$ cat src/rtl/dmx_buffer_write_arbiter.sv
// Round-robin host/playback arbiter for the DMX buffer write port, with blackout zero-fill.
// Writes and ack/err are registered one cycle after grant; losers keep req pending, fill stalls both.
module dmx_buffer_write_arbiter #(
  parameter int ADDR_W = 10,
  parameter int DATA_W = 8,
  parameter int MAX_CH = 512
) (
  input  logic              clk,
  input  logic              rst,
  input  logic              host_req,
  input  logic [ADDR_W-1:0] host_addr,
  input  logic [DATA_W-1:0] host_data,
  output logic              host_ack,
  output logic              host_err,
  input  logic              play_req,
  input  logic [ADDR_W-1:0] play_addr,
  input  logic [DATA_W-1:0] play_data,
  output logic              play_ack,
  output logic              play_err,
  input  logic              clr_start,
  output logic              clr_busy,
  output logic [ADDR_W-1:0] EBR_Addr_B,
  output logic [DATA_W-1:0] EBR_DataIn_B,
  output logic              EBR_WrB
);

  typedef enum logic {ARB = 1'b0, CLEAR = 1'b1} state_t;

  localparam logic [ADDR_W:0] LIMIT     = (ADDR_W+1)'(MAX_CH);
  localparam logic [ADDR_W:0] LAST_SLOT = (ADDR_W+1)'(MAX_CH - 1);

  state_t            state, state_nx;
  logic              last_play, last_play_nx;
  logic [ADDR_W-1:0] cnt, cnt_nx;
  logic              wr_nx, host_ack_nx, host_err_nx, play_ack_nx, play_err_nx, busy_nx;
  logic [ADDR_W-1:0] addr_nx;
  logic [DATA_W-1:0] data_nx;
  logic              host_elig, play_elig, grant_host, grant_play;

  // A requester acked/erred this cycle is still showing the old transaction.
  assign host_elig  = host_req & ~host_ack & ~host_err;
  assign play_elig  = play_req & ~play_ack & ~play_err;
  assign grant_host = host_elig & (~play_elig | last_play);
  assign grant_play = play_elig & (~host_elig | ~last_play);

  always_comb begin
    state_nx     = state;
    last_play_nx = last_play;
    cnt_nx       = cnt;
    wr_nx        = 1'b0;
    addr_nx      = EBR_Addr_B;
    data_nx      = EBR_DataIn_B;
    host_ack_nx  = 1'b0;
    host_err_nx  = 1'b0;
    play_ack_nx  = 1'b0;
    play_err_nx  = 1'b0;
    busy_nx      = 1'b0;
    case (state)
      ARB: begin
        if (clr_start) begin
          // Slot 0 is issued right away; cnt then points at the next slot to write.
          wr_nx   = 1'b1;
          addr_nx = '0;
          data_nx = '0;
          busy_nx = 1'b1;
          if (LAST_SLOT != '0) begin
            cnt_nx   = ADDR_W'(1);
            state_nx = CLEAR;
          end
        end else if (grant_host) begin
          last_play_nx = 1'b0;
          if ({1'b0, host_addr} < LIMIT) begin
            wr_nx       = 1'b1;
            addr_nx     = host_addr;
            data_nx     = host_data;
            host_ack_nx = 1'b1;
          end else begin
            host_err_nx = 1'b1;
          end
        end else if (grant_play) begin
          last_play_nx = 1'b1;
          if ({1'b0, play_addr} < LIMIT) begin
            wr_nx       = 1'b1;
            addr_nx     = play_addr;
            data_nx     = play_data;
            play_ack_nx = 1'b1;
          end else begin
            play_err_nx = 1'b1;
          end
        end
      end
      CLEAR: begin
        wr_nx   = 1'b1;
        addr_nx = cnt;
        data_nx = '0;
        busy_nx = 1'b1;
        if ({1'b0, cnt} == LAST_SLOT) begin
          cnt_nx   = '0;
          state_nx = ARB;
        end else begin
          cnt_nx = cnt + ADDR_W'(1);
        end
      end
      default: state_nx = ARB;
    endcase
  end

  always_ff @(posedge clk) begin
    if (rst) begin
      state        <= ARB;
      last_play    <= 1'b1;
      cnt          <= '0;
      EBR_WrB      <= 1'b0;
      EBR_Addr_B   <= '0;
      EBR_DataIn_B <= '0;
      host_ack     <= 1'b0;
      host_err     <= 1'b0;
      play_ack     <= 1'b0;
      play_err     <= 1'b0;
      clr_busy     <= 1'b0;
    end else begin
      state        <= state_nx;
      last_play    <= last_play_nx;
      cnt          <= cnt_nx;
      EBR_WrB      <= wr_nx;
      EBR_Addr_B   <= addr_nx;
      EBR_DataIn_B <= data_nx;
      host_ack     <= host_ack_nx;
      host_err     <= host_err_nx;
      play_ack     <= play_ack_nx;
      play_err     <= play_err_nx;
      clr_busy     <= busy_nx;
    end
  end

endmodule

$ cat config.mk
export PLATFORM = sky130hd
export DESIGN_NAME = dmx_buffer_write_arbiter
export DESIGN_NICKNAME = d
export VERILOG_FILES = /design/src/rtl/dmx_buffer_write_arbiter.sv
export SDC_FILE = /design/constraint.sdc
export NUM_CORES = 1
export LEC_CHECK = 0
export ABC_AREA = 1
export ABC_CLOCK_PERIOD_IN_PS = 1650
export CAP_MARGIN = 20
export CORE_MARGIN = 3
export CORE_UTILIZATION = 40
export DETAILED_ROUTE_END_ITERATION = 7
export PLACE_DENSITY = 0.69
export SLEW_MARGIN = 10
export SYNTH_ARGS = -nofsm -noshare
export SYNTH_HDL_FRONTEND = slang
export SYNTH_SLANG_ARGS = --single-unit
$ cat constraint.sdc
create_clock -name clk -period 1.65 [get_ports clk]
set_input_delay 0.4125 -clock clk [delete_from_list [all_inputs] [get_ports clk]]
set_output_delay 0.4125 -clock clk [all_outputs]
set_load 0.03 [all_outputs]
# After elaboration in Yosys (flattened, before gate mapping)
# Index checks and enable logic that the tools add are counted.
# totals
ff_bits	36
wordCells	73
# classes
addsub	1
magnitude_cmp	2
n_eq_ne	5
n_mux	29
bitwise	19
reduce_logical	6
# op_table
op	n
10-bit 2-to-1 mux	7
8-bit 2-to-1 mux	5
10-bit case mux with 2 select lines	2
10-bit < comparator, second input constant	2
8-bit case mux with 2 select lines	1
4-bit != test, second input constant	3
1-bit 2-to-1 mux	11
1-bit inverter	11
10-bit by 1-bit adder with 10-bit output, second input constant	1
10-bit by 9-bit equality test with 1-bit output, second input constant	1
4-bit OR reduction	2
1-bit AND	6
1-bit case mux with 2 select lines	3
3-bit AND reduction	2
5-bit OR reduction	1
2-bit != test, second input constant	1
1-bit bitwise OR	2
2-bit nonzero test	1

# Longest topological paths before layout
# Gate-level depths: netlist of run 1.
# depth
ltp_word	10
ltp_mapped	10
mapped_depth_nobuf	9

# Least setup slack after synthesis of run 1
# No wires, ideal clock.
# synth_path
path_kind	register to register
from	register play_err
to	register EBR_DataIn_B[6]
arrival_time_ps	1262
path_slack_ps	251
path_stages_with_launch	9
n_path_buf	1
synth_period_minus_slack_ps	1399
cell_sequence	dfxtp_1 -> inv_1 -> nand4_4 -> buf_2 -> nand3_1 -> nand3_1 -> nand2_1 -> nand2_1 -> nor2_1
# synth_via
elab_chain_len	8
word_cells_on_any_way	13
# synth_lines
item	line	source
start: declaration	19	output logic play_err,
start signal: assignment	131	play_err <= play_err_nx;
1-bit inverter *	42	assign play_elig = play_req & ~play_ack & ~play_err;
1-bit AND *	42	
1-bit inverter	43	assign grant_host = host_elig & (~play_elig | last_play);
1-bit bitwise OR	43	
1-bit AND	43	
8-bit 2-to-1 mux	70	end else if (grant_host) begin
8-bit 2-to-1 mux	60	if (clr_start) begin
8-bit case mux with 2 select lines	58	case (state)
end signal: assignment	127	EBR_DataIn_B <= data_nx;
end: declaration	23	output logic [DATA_W-1:0] EBR_DataIn_B,
# Mark *: on every way between the ends. The rest lies on a longest branch, timed or not.
# A chain may end at the register's enable or synchronous reset.

# Worst setup path after layout of run 1
# layout_path
from	input play_req
to	register EBR_DataIn_B[5]
# layout_via
elab_chain_len	8
word_cells_on_any_way	13
# layout_lines
item	line	source
start: declaration	15	input logic play_req,
1-bit AND * (2 in a row)	42	
1-bit inverter	43	
1-bit bitwise OR	43	
1-bit AND	43	
8-bit 2-to-1 mux	70	
8-bit 2-to-1 mux	60	
8-bit case mux with 2 select lines	58	
# Marked as above.

==> results of run 1 <==
worst paths after layout:
check,endpoint,from,cells past startpoint,slack [ps]
setup / recovery,EBR_DataIn_B[5],play_req,8,110
hold reg to reg,EBR_Addr_B[9],cnt[9],2,490
setup reg to reg,cnt[2],cnt[1],7,200
hold / removal,EBR_Addr_B[9],cnt[9],2,490
metal layers:
metal	global-route usage (%)	wire (um)	vias to the layer above
met5	0	0	-
met4	3.91	51	0
met3	3.83	233	6
met2	32.1	2790	44
met1	24.6	2650	997
li1	-	-	1133
sequential cells by signal, summed over array words and instances (netlist names):
register      count
EBR_DataIn_B      8
host_ack          1
EBR_Addr_B       10
clr_busy          1
cnt              10
state             1
play_ack          1
host_err          1
last_play         1
EBR_WrB           1
play_err          1
power groups by stage:
stage / sequential [uW] / clock [uW] / combinational (uW)
detailed placement: 954 / 0 / 639
floorplan: 1020 / 0 / 280
global route: 937 / 722 / 681
global placement: 953 / 0 / 634
finish: 932 / 664 / 621
CTS: 933 / 679 / 618
cell families after synthesis:
logic type	Yosys count	synth area share [%]
AO/OA/AOI/OAI	33	9.72
XOR/XNOR	5	2.14
adder cells (fa/ha/maj)	1	0.611
buffers and inverters	51	11.7
flip-flops	36	35.2
AND/OR/NAND/NOR	176	40.6
timing repair:
action | CTS | global route
gates cloned | 0 | 0
endpoints found under the hold margin | 0 | 0
gates resized for setup | 24 | 4
hold buffers | 0 | 0
setup endpoints to repair | 24 | 6
final cells by class:
class                      count  area [um^2]
tap                           67         83.8
inverter                      34          128
fill                         454         1850
sequential                    36          721
timing repair buffer          88          873
clock inverter                 1         7.51
clock buffer                   7         86.3
multi-input combinational    215         1100
worst register-to-register path: stages (launching register included):
cell     delay, ps
dfxtp_1        380
ha_1           200
nand2_1         80
nor2_1         190
nand4_1        150
nand2_1        140
buf_4          140
o22ai_1         70
cells in the mapped netlist, types with 3 or more instances:
master    count
o22ai_1       6
dfxtp_1      36
xor2_1        4
nor2_1       37
inv_2         3
buf_2         8
a21oi_2       7
o21ai_0       5
buf_6         3
nand4_1      20
a21oi_1      13
nand2_1      77
inv_1        30
nor3_1        4
nand3b_1      9
buf_4         4
nand3_1      21
nor2_2        3
through the flow:
step                      area, um^2  total power [uW]  setup TNS (ps)
after floorplan                 2050              1300               0
after global placement          2920              1590           -3270
after detailed placement        2920              1590           -3500
after CTS                       2980              2230               0
after global routing            3000              2340               0
final                           3000              2220               0
==> impl_metrics.py, run 1 <==
metrics = {
    "status": {
        "outcome": "finished clean",
    },
    "final_layout": {
        "final_util_pct": 61.9,
        "layout_commonest_cell": "nand2_1",
        "n_antenna_cell": 0,
        "nNetsFinal": 422,
        "fin_cells": 448,
        "final_cell_mix": "77 x nand2_1, 40 x clkdlybuf4s50_1, 36 x dfxtp_1, 36 x nor2_1, 30 x inv_1",
        "drive_gt1_share_pct": 13.4,
        "area_delta_synth_final_pct": 46.5,
    },
    "setup_path": {
        "critPathTopFamily": "buffers and inverters",
        "worstPathArrival_ps": 1760,
        "path_buf_inv": 2,
        "end_kind": "flop",
        "crit_chain": "clkdlybuf4s50_1 -> nand2_1 -> nor2_2 -> nand3_2 -> buf_6 -> nand2_8 -> nand3_1 -> a21oi_2",
        "startpoint_type": "primary input",
        "critPathMaxStageDelay_ps": 520,
        "required_ps": 1870,
        "crit_type": "in -> reg",
        "slowest_stage": "clkdlybuf4s50_1",
        "worst-path-max-fanout": 20,
    },
    "clocking": {
        "clk_pin_slew_worst_paths_ps": 80,
        "cts_tree": "built",
        "cts_setup_buffers": 0,
        "h-tree-depth": 2,
        "cts.sinks": 36,
        "clkLatencyLatePin_ps": 280,
        "cts_made_buffers": 5,
        "clock_path_buffers": 2,
        "clock_tree.root_cell": "clkbuf_8",
    },
    "detailed_routing": {
        "drt_wl_total_mm": 5.73,
        "vias": 2180,
        "routedWlPerCell_um": 12.8,
        "drcViolationCount": 0,
        "dr.pass1.iters": 6,
        "drtAntennaViolNets": 0,
        "viasPerCell": 4.87,
        "initialDrtViolationCount": 83,
    },
    "pwr": {
        "peakVddDrop_mv": 0.455,
        "clkPwrFrac_pct": 30.0,
        "p_seq_share_pct": 42.1,
        "intPower_uw": 1540,
        "swShare_pct": 30.6,
        "switching_power_uw": 677,
        "power_density_nw_per_um2": 739,
        "p_comb_share_pct": 28.0,
        "p_leak_uw": 0.00134,
    },
    "floorplanning": {
        "placementRows": 25,
        "dieArea_um2": 6010,
        "fp.dieW_um": 77.5,
        "pin_count": 65,
        "coreArea_um2": 4850,
        "start_util_pct": 42.2,
        "die_h_um": 77.5,
    },
    "synth": {
        "synth.net_count": 344,
        "ys_seq_elements": 36,
        "ys.flop_type": "dfxtp_1",
        "yosysTopAreaCell": "dfxtp_1",
        "synthArstFlopShare_pct": 0,
        "synth_cell_types": 28,
        "synth-edff-count": 0,
        "yosysSeqAreaShare_pct": 35.2,
        "avgSynthCellArea_um2": 6.78,
        "syn-cell-area_um2": 2050,
        "synth_area_leaders": "dfxtp_1 35%, nand2_1 14%, nor2_1 6.8%",
        "syn_inst": 302,
        "ys_warn_count": 0,
        "synth_top_cell_area_share_pct": 35.2,
    },
    "timing": {
        "max_freq_mhz": 649,
        "finalCritPeriodShare_pct": 93.3,
        "finalMaxSlewViolations": 0,
        "hold_violations": 0,
        "hold_slack_ps": 495,
        "grt_setup_unrepaired": "false",
        "period_minus_slack_ps": 1540,
        "final.setup.worst_slack_ps": 110,
        "worst_pin_slew_ps": 329,
        "finClkSkew_ps": 4.29,
        "relSlewSlack_pct": 78.2,
        "setup_violations": 0,
    },
    "grt": {
        "grt_pass1_vias": 1980,
        "grt_use_total_pct": 18.9,
        "antenna_found_initial": 0,
        "overflow": 0,
        "grt_pass1_wl_mm": 9.28,
        "grt_max_degree": 21,
    },
    "placement": {
        "dpl.hpwl_mm": 4.32,
        "routabilityCongestion": 0.846,
        "io_buffers": 64,
        "dp_slack_ps": -220,
        "placed_cells": 440,
    },
    "worst_hold_path": {
        "hp-class": "reg -> reg",
    },
    "run": {
        "drv_cap": 0,
    },
}
No activity file was read; power rests on OpenSTA's default activity.
==> run 2, diff against run 1 <==
ABC_CLOCK_PERIOD_IN_PS = 1750   (was 1650)
clock period = 1.75 ns   (was 1.65 ns; I/O delays follow)
==> impl_metrics.py, run 2 (synthesis gave the netlist of run 1 again) <==
metrics = {
    "status": {
        "outcome": "finished clean",
    },
    "placement": {
        "placed_cells": 438,
        "routabilityCongestion": 0.841,
        "io_buffers": 64,
        "dpl.hpwl_mm": 4.21,
        "placed_cell_area_um2": 2900,
    },
    "clocking": {
        "clkLatencyLatePin_ps": 280,
        "cts_setup_buffers": 0,
        "clock_path_buffers": 2,
        "cts_tree": "built",
        "cts_made_buffers": 5,
        "clk_pin_slew_worst_paths_ps": 70,
        "cts.sinks": 36,
        "h-tree-depth": 2,
        "hold_buffers": 0,
        "clock_tree.root_cell": "clkbuf_8",
    },
    "grt": {
        "antenna_found_initial": 0,
        "grt_pass1_vias": 2013,
        "overflow": 0,
        "grt_use_total_pct": 19.6,
        "grt_pass1_wl_mm": 9.61,
        "grt_max_degree": 21,
    },
    "floorplanning": {
        "placementRows": 25,
        "fp.dieW_um": 77.5,
        "start_util_pct": 42.2,
        "coreArea_um2": 4850,
        "pin_count": 65,
        "die_h_um": 77.5,
        "dieArea_um2": 6010,
    },
    "timing": {
        "max_freq_mhz": 595,
        "hold_violations": 0,
        "grt_setup_unrepaired": "false",
        "worst_pin_slew_ps": 344,
        "finalCritPeriodShare_pct": 96.1,
        "relSlewSlack_pct": 77.0,
        "setup_violations": 0,
        "period_minus_slack_ps": 1680,
        "finClkSkew_ps": 3.59,
        "hold_slack_ps": 491,
        "finalMaxSlewViolations": 0,
    },
    "final_layout": {
        "area_delta_synth_final_pct": 47.9,
        "fin_cells": 445,
        "n_antenna_cell": 0,
        "drive_gt1_share_pct": 12.7,
        "layout_commonest_cell": "nand2_1",
        "nNetsFinal": 420,
        "reg.largest.list": "EBR_Addr_B: 10 flops, cnt: 10 flops, EBR_DataIn_B: 8 flops",
        "design_area_um2": 3030,
        "final_cell_mix": "77 x nand2_1, 41 x clkdlybuf4s50_1, 36 x dfxtp_1, 36 x nor2_1, 30 x inv_1",
        "final_util_pct": 62.4,
    },
    "detailed_routing": {
        "viasPerCell": 4.92,
        "drcViolationCount": 0,
        "dr.pass1.iters": 4,
        "initialDrtViolationCount": 100,
        "vias": 2191,
        "routedWlPerCell_um": 12.6,
        "drt_wl_total_mm": 5.62,
        "drtAntennaViolNets": 0,
    },
    "pwr": {
        "power_density_nw_per_um2": 696,
        "p_leak_uw": 0.00152,
        "peakVddDrop_mv": 0.421,
    },
    "setup_path": {
        "end_kind": "output pin",
        "worst-path-max-fanout": 1,
        "required_ps": 1310,
        "startpoint_type": "flop",
        "slowest_stage": "clkdlybuf4s50_1",
        "startpoint": "EBR_WrB",
        "crit_chain": "clkdlybuf4s50_1",
        "worstPathArrival_ps": 1240,
        "path_buf_inv": 1,
        "r2r_start": "cnt[1]",
        "critPathTopFamily": "buffers and inverters",
        "crit_type": "reg -> out",
        "critPathMaxStageDelay_ps": 660,
    },
    "worst_hold_path": {
        "hp-class": "reg -> reg",
        "min_from": "cnt[8]",
    },
    "run": {
        "drv_cap": 0,
    },
}
run 2: repair_timing:
item,CTS,global route
gates cloned,0,0
setup endpoints to repair,8,15
gates resized for setup,8,15
run 2: cell type report:
cell class | count | area, um^2
Sequential cell | 36 | 721
Inverter | 34 | 128
Timing Repair Buffer | 86 | 908
Tap cell | 67 | 83.8
Fill cell | 460 | 1820
Multi-Input combinational cell | 215 | 1090
Clock buffer | 7 | 96.3
run 2: power breakdown:
group | total [uW] | switching (uW) | internal, uW
clock | 638 | 287 | 351
combinational | 590 | 311 | 280
sequential | 880 | 20.1 | 860
run 2: final timing paths:
kind,end,slack [ps],cells after the start
worst max-delay path,EBR_WrB,70,1
worst min register to register,cnt[8],490,2
worst max register to register,cnt[9],250,8
worst min-delay path,cnt[8],490,2
run 2: through the flow:
step | setup TNS [ps] | setup WS [ps] | power, uW
detailed placement | -2040 | -146 | 1500
floorplan | 0 | 351 | 1230
global placement | -1740 | -120 | 1490
finish | 0 | 68.5 | 2110
CTS | 0 | 0.700 | 2140
global route | 0 | 6.55 | 2230
run 2: layer usage:
metal	routed length, um	GRT usage [%]
met3	292	5.68
met2	2600	31.2
met4	78	6.05
met5	0	0
met1	2650	25.6
